$ cat src/rtl/tdc_phase_reverse_decoder.sv
// tdc_phase_reverse_decoder: back-end for a phase-reverse TDC delay line.
// Normalises the stage snapshot polarity, bubble-corrects the thermometer
// code, encodes {laps, fine} and sums 2^LOG2_AVG codes per result.
// Ports:
//   clk, rstb          clock, async active-low reset
//   en                 enable; 0 flushes pipeline/accumulator and idles
//   clr_flags          synchronous clear of sticky flags (a set wins)
//   sample_valid       therm/pol/laps valid this cycle
//   therm              raw stage snapshot, bit 0 = first stage
//   pol                1 = true polarity, 0 = inverted line
//   laps               completed full-line traversals
//   out_ready          consumer accepts out_code
//   out_valid/out_code summed result over valid/ready
//   code_last          most recent single decoded code
//   bubble_err         sticky, a bubble was corrected
//   overflow           sticky, a code was dropped under backpressure
module tdc_phase_reverse_decoder #(
  parameter int unsigned N_STAGES   = 32,
  parameter int unsigned WRAP_BITS  = 3,
  parameter int unsigned LOG2_AVG   = 2,
  localparam int unsigned STAGE_BITS = $clog2(N_STAGES),
  localparam int unsigned CODE_W     = WRAP_BITS + STAGE_BITS,
  localparam int unsigned OUT_W      = CODE_W + LOG2_AVG
) (
  input  logic                 clk,
  input  logic                 rstb,
  input  logic                 en,
  input  logic                 clr_flags,
  input  logic                 sample_valid,
  input  logic [N_STAGES-1:0]  therm,
  input  logic                 pol,
  input  logic [WRAP_BITS-1:0] laps,
  input  logic                 out_ready,
  output logic                 out_valid,
  output logic [OUT_W-1:0]     out_code,
  output logic [CODE_W-1:0]    code_last,
  output logic                 bubble_err,
  output logic                 overflow
);

  localparam int unsigned ONES_W   = STAGE_BITS + 1;
  localparam int unsigned CNT_W    = (LOG2_AVG > 0) ? LOG2_AVG : 1;
  localparam logic [CNT_W-1:0] CNT_LAST = CNT_W'((1 << LOG2_AVG) - 1);

  typedef enum logic [1:0] {
    ACC_IDLE = 2'd0,
    ACC_RUN  = 2'd1,
    ACC_HOLD = 2'd2
  } acc_state_e;

  // Stage 1 registers
  logic                 s1_valid_q;
  logic [N_STAGES-1:0]  norm_q;
  logic [WRAP_BITS-1:0] laps_q;

  // Stage 2 registers (code_q doubles as code_last)
  logic                 s2_valid_q;
  logic [CODE_W-1:0]    code_q;

  // Accumulator and flags
  acc_state_e           state_q, state_d;
  logic [OUT_W-1:0]     sum_q, sum_d;
  logic [CNT_W-1:0]     cnt_q, cnt_d;
  logic                 out_valid_q, out_valid_d;
  logic [OUT_W-1:0]     out_code_q, out_code_d;
  logic                 bubble_q, bubble_d;
  logic                 overflow_q, overflow_d;

  logic [N_STAGES-1:0]   corr_c;
  logic [STAGE_BITS-1:0] fine_c;

  // Stage 1: undo the per-measurement polarity inversion
  always_ff @(posedge clk or negedge rstb) begin
    if (!rstb) begin
      s1_valid_q <= 1'b0;
      norm_q     <= '0;
      laps_q     <= '0;
    end else if (!en) begin
      s1_valid_q <= 1'b0;
    end else begin
      s1_valid_q <= sample_valid;
      if (sample_valid) begin
        norm_q <= therm ^ {N_STAGES{~pol}};
        laps_q <= laps;
      end
    end
  end

  // Three-tap majority bubble filter with the line edges padded 1 below and 0 above
  always_comb begin
    logic [N_STAGES+1:0] ext;
    logic [ONES_W-1:0]   ones;
    ext  = {1'b0, norm_q, 1'b1};
    ones = '0;
    corr_c = '0;
    for (int i = 0; i < int'(N_STAGES); i++) begin
      corr_c[i] = (ext[i] & ext[i+1]) | (ext[i] & ext[i+2]) | (ext[i+1] & ext[i+2]);
      ones = ones + ONES_W'(corr_c[i]);
    end
    // A fully filled line saturates to the last stage index
    if (ones >= ONES_W'(N_STAGES)) begin
      fine_c = STAGE_BITS'(N_STAGES - 1);
    end else begin
      fine_c = ones[STAGE_BITS-1:0];
    end
  end

  // Stage 2: register the encoded code
  always_ff @(posedge clk or negedge rstb) begin
    if (!rstb) begin
      s2_valid_q <= 1'b0;
      code_q     <= '0;
    end else if (!en) begin
      s2_valid_q <= 1'b0;
    end else begin
      s2_valid_q <= s1_valid_q;
      if (s1_valid_q) begin
        code_q <= {laps_q, fine_c};
      end
    end
  end

  // Accumulator state register
  always_ff @(posedge clk or negedge rstb) begin
    if (!rstb) begin
      state_q     <= ACC_IDLE;
      sum_q       <= '0;
      cnt_q       <= '0;
      out_valid_q <= 1'b0;
      out_code_q  <= '0;
      bubble_q    <= 1'b0;
      overflow_q  <= 1'b0;
    end else begin
      state_q     <= state_d;
      sum_q       <= sum_d;
      cnt_q       <= cnt_d;
      out_valid_q <= out_valid_d;
      out_code_q  <= out_code_d;
      bubble_q    <= bubble_d;
      overflow_q  <= overflow_d;
    end
  end

  // Accumulator next-state, result load and sticky flags
  always_comb begin
    logic take;
    logic ovf_set;
    logic bub_set;
    state_d     = state_q;
    sum_d       = sum_q;
    cnt_d       = cnt_q;
    out_valid_d = out_valid_q;
    out_code_d  = out_code_q;
    take        = 1'b0;
    ovf_set     = 1'b0;

    case (state_q)
      ACC_IDLE: begin
        sum_d = '0;
        cnt_d = '0;
        if (en) state_d = ACC_RUN;
      end
      ACC_RUN: begin
        take = s2_valid_q;
      end
      ACC_HOLD: begin
        // A code arriving on the handshake cycle starts the next batch
        if (out_ready) begin
          out_valid_d = 1'b0;
          state_d     = ACC_RUN;
          take        = s2_valid_q;
        end else if (s2_valid_q) begin
          ovf_set = 1'b1;
        end
      end
      default: begin
        state_d = ACC_IDLE;
      end
    endcase

    if (take) begin
      if (cnt_q == CNT_LAST) begin
        out_code_d  = sum_q + OUT_W'(code_q);
        out_valid_d = 1'b1;
        sum_d       = '0;
        cnt_d       = '0;
        state_d     = ACC_HOLD;
      end else begin
        sum_d = sum_q + OUT_W'(code_q);
        cnt_d = cnt_q + CNT_W'(1);
      end
    end

    // Disable overrides everything except the held result value
    if (!en) begin
      state_d     = ACC_IDLE;
      out_valid_d = 1'b0;
      sum_d       = '0;
      cnt_d       = '0;
      ovf_set     = 1'b0;
    end

    bub_set    = en & s1_valid_q & (corr_c != norm_q);
    bubble_d   = bub_set | (bubble_q & ~clr_flags);
    overflow_d = ovf_set | (overflow_q & ~clr_flags);
  end

  assign out_valid  = out_valid_q;
  assign out_code   = out_code_q;
  assign code_last  = code_q;
  assign bubble_err = bubble_q;
  assign overflow   = overflow_q;

endmodule

$ cat config.mk
export PLATFORM = sky130hd
export DESIGN_NAME = tdc_phase_reverse_decoder
export DESIGN_NICKNAME = d
export VERILOG_FILES = /design/src/rtl/tdc_phase_reverse_decoder.sv
export SDC_FILE = /design/constraint.sdc
export NUM_CORES = 1
export LEC_CHECK = 0
export ABC_AREA = 1
export BUFFER_PORTS_ARGS = -buffer_cell sky130_fd_sc_hd__buf_4
export CAP_MARGIN = 10
export CORE_AREA = 2 2 88 124
export DETAILED_ROUTE_END_ITERATION = 6
export DIE_AREA = 0 0 90 126
export HOLD_SLACK_MARGIN = 0.02
export PLACE_DENSITY = 0.76
export SLEW_MARGIN = 20
export SYNTH_ARGS = -nofsm -noshare
export SYNTH_HDL_FRONTEND = slang
export SYNTH_SLANG_ARGS = --single-unit
$ cat constraint.sdc
create_clock -name clk -period 8.8 [get_ports clk]
set_input_delay 0 -clock clk [delete_from_list [all_inputs] [get_ports clk]]
set_output_delay 0 -clock clk [all_outputs]
set_load 0.05 [all_outputs]
==> impl_metrics.py <==
metrics = {
    "sta": {
        "slew_headroom_pct": 40.55,
        "period_needed_ps": 5157,
        "fin_tns_setup_ps": 0,
        "setup_viol": 0,
        "tightestPinTransition_ps": 891.8,
        "drv_slew": 0,
        "max_freq_ghz": 0.1939,
        "hold_violations": 0,
        "timing.hold.ws_ps": 31.25,
        "grt_setup_unrepaired": "no",
        "fin_crit_sh_pct": 58.61,
        "clock_skew_ps": 4.854,
    },
    "finish": {
        "area_growth_pct": 24.47,
        "nets": 834,
        "drive_gt1_share_pct": 11.47,
        "antenna_cells": 0,
        "final_util_pct": 61.28,
    },
    "clock_network": {
        "clkTransAtPathRegs_ps": 60,
        "tritoncts": "yes",
        "cts_root_buffer": "clkbuf_16",
        "ctsResizeCount": 0,
        "clock_latency_ps": 340,
        "h-tree-depth": 3,
        "clock_sinks": 72,
        "cts_buffer_depth": 2,
        "postCtsSetupBuffers": 0,
        "cts_hold_buf": 38,
        "cts_made_buffers": 9,
    },
    "routing": {
        "ant_nets": 0,
        "avgViaCountPerCell": 4.980,
        "drc": 0,
        "wl_met1_um": 4367,
        "vias": 4422,
        "highest_layer": "met4",
        "wl_met2_um": 6159,
        "wl_per_cell_um": 12.52,
        "wirelength_um": 11120,
        "wl_met3_um": 361,
        "drtIter0Drc": 227,
        "firstDrtPassIters": 5,
    },
    "synth": {
        "syn_avg_cell_area_um2": 7.767,
        "ys_seq_area_share_pct": 35.74,
        "synth_cells": 649,
        "ys_ff_latch": 72,
        "syn_area_um2": 5041,
        "yosys.cell_types.count": 33,
        "synth_warnings": 0,
        "synth_fp_nets": 737,
    },
    "flow_run": {
        "cap_violations": 0,
    },
    "floorplanning": {
        "core-area_um2": 10240,
        "rows": 44,
        "die_h_um": 126,
        "ios": 63,
        "fp.dieW_um": 90,
        "initial_core_util_pct": 49.23,
        "dieArea_um2": 11340,
    },
    "pwr": {
        "p_leak_nw": 3.355,
        "internal_power_mw": 1.243,
        "p_clk_share_pct": 16.0,
        "powerDensity_nw_per_um2": 357.0,
        "p_comb_share_pct": 65.2,
        "seqPwrFrac_pct": 18.8,
        "sw_frac_of_total_pct": 44.51,
        "ir_drop_uv": 515.7,
        "p_sw_mw": 0.9972,
    },
    "worst_setup_path": {
        "crit_path_start_kind": "flip-flop",
        "cp.required_ps": 9060,
        "critPathKind": "flip-flop to flip-flop",
        "worstSetupEndpointType": "flip-flop",
        "r2r_cells": 20,
        "arrival_ps": 5410,
        "crit_path_max_fanout": 5,
    },
    "run_status": {
        "status": "complete, no violations",
    },
    "grt": {
        "grt_pass1_vias": 4384,
        "grt_first_pass_wirelength_um": 19290,
        "grt_util_all_layers_pct": 20.82,
        "grt_max_degree": 73,
        "antenna_found_initial": 0,
        "grt.overflow.total": 0,
    },
    "place": {
        "gp_congestion": 0.8884,
        "io_buffers": 62,
        "dp_hpwl_um": 8068,
    },
    "min_path": {
        "hp-class": "input pin to flip-flop",
        "hold_path_depth": 3,
    },
}
## critical path, cell delays in order, from the launching register on
cell and delay [ps]:
dfrtp_1 400, inv_1 100, nand2_1 100, a21boi_0 250, fa_1 480, fa_1 540
inv_1 50, fa_1 490, inv_1 50, fa_1 470, fa_1 520, fa_1 490
ha_1 240, fa_1 410, nand2_1 90, nand2_1 50, nand2_1 50, inv_1 50
nand3_1 70, nand2_1 50, o21ai_0 130
## power groups by stage
| stage | Sequential (mW) | Combinational (mW) | Clock, mW |
|---|---|---|---|
| floorplan | 0.454 | 1.12 | 0 |
| global route | 0.429 | 1.72 | 0.383 |
| CTS | 0.422 | 1.48 | 0.366 |
| finish | 0.422 | 1.46 | 0.358 |
| global placement | 0.425 | 1.36 | 0 |
| detailed placement | 0.427 | 1.43 | 0 |
## layout make-up
| cell class | count | area [µm²] |
|---|---|---|
| clock buffers | 10 | 229.0 |
| repair buffers | 101 | 853.3 |
| multi-input cells | 480 | 2849 |
| flip-flops and latches | 72 | 1802 |
| well taps | 138 | 172.7 |
| fillers | 915 | 3965 |
| clock inverters | 5 | 58.81 |
| inverters | 82 | 310.3 |
## cells by family (layout without fill, tap and decap cells)
family	Yosys count	count (layout)	synth area share (%)
flops	72	72	35.74
simple gates	297	297	24.05
compound gates	99	99	10.72
fa+ha+maj	46	46	15.14
xor+xnor	38	38	6.602
buf+inv	97	198	7.744
## state kept, by name, indices dropped and copies added, names as in the netlist
name        flops
s2_valid_q      1
bubble_err      1
state_q         2
laps_q          3
s1_valid_q      1
out_valid       1
code_last       8
sum_q          10
cnt_q           2
out_code       10
overflow        1
norm_q         32
## routing by layer
layer | global-route usage, % | vias up
met2 | 40.56 | 85
met1 | 22.34 | 2078
met3 | 4.127 | 18
met4 | 6.516 | 0
li1 | - | 2241
met5 | 0 | -
## final timing paths
kind | from | to | slack [ps]
max | norm_q[18]$_DFFE_PN0P_ | code_last[4]$_DFFE_PN0P_ | 3640
min | therm[4] | norm_q[4]$_DFFE_PN0P_ | 30
max reg2reg | norm_q[18]$_DFFE_PN0P_ | code_last[4]$_DFFE_PN0P_ | 3640
min reg2reg | out_code[0]$_DFFE_PN0P_ | out_code[0]$_DFFE_PN0P_ | 470
max in group asynchronous | rstb | norm_q[24]$_DFFE_PN0P_ | 7880
min in group asynchronous | rstb | out_valid$_DFF_PN0_ | 340
## metrics by stage
stage	instance area, µm²	power (mW)	setup slack, ps	std cells
final	6275	2.240	3643	888
after global routing	6275	2.532	3293	888
after CTS	6275	2.273	3608	888
after detailed placement	5607	1.858	3626	835
after global placement	5607	1.781	3762	835
after floorplan	5041	1.570	3843	649
## cell usage after synthesis, drive strengths merged
cell    number  area share, %
xor2        35            6.1
fa          25            9.9
clkinv       1          0.074
nor2        30            2.7
a21o         1           0.15
or2          4           0.50
a22o         3           0.52
a21boi       5           0.74
a21oi       19            2.1
ha          21            5.2
a31oi        2           0.25
dfrtp       72             36
nand3       36            3.6
clkbuf       6           0.45
buf          9            1.1
nand2      219             16
xnor2        3           0.52
nor3         3           0.30
nand4        3           0.37
nor4         1           0.12
nand2b       1           0.12
inv         81            6.1
a32o         1           0.20
o21ai       68            6.8
## cell usage in the layout (no fill, tap or decap), types with 2 or more instances in the layout
cell type,n
nand2_1,218
inv_1,78
dfrtp_1,72
o21ai_0,66
buf_4,63
dlygate4sd3_1,38
nand3_1,36
xor2_1,35
nor2_1,28
fa_1,25
ha_1,21
a21oi_1,18
clkbuf_16,9
a21boi_0,5
nor3_1,3
nand4_1,3
xnor2_1,3
a22o_1,3
inv_2,2
or2_2,2
o21ai_1,2
or2_1,2
a31oi_1,2
clkinvlp_4,2
Power figures use the tool's default switching activity.
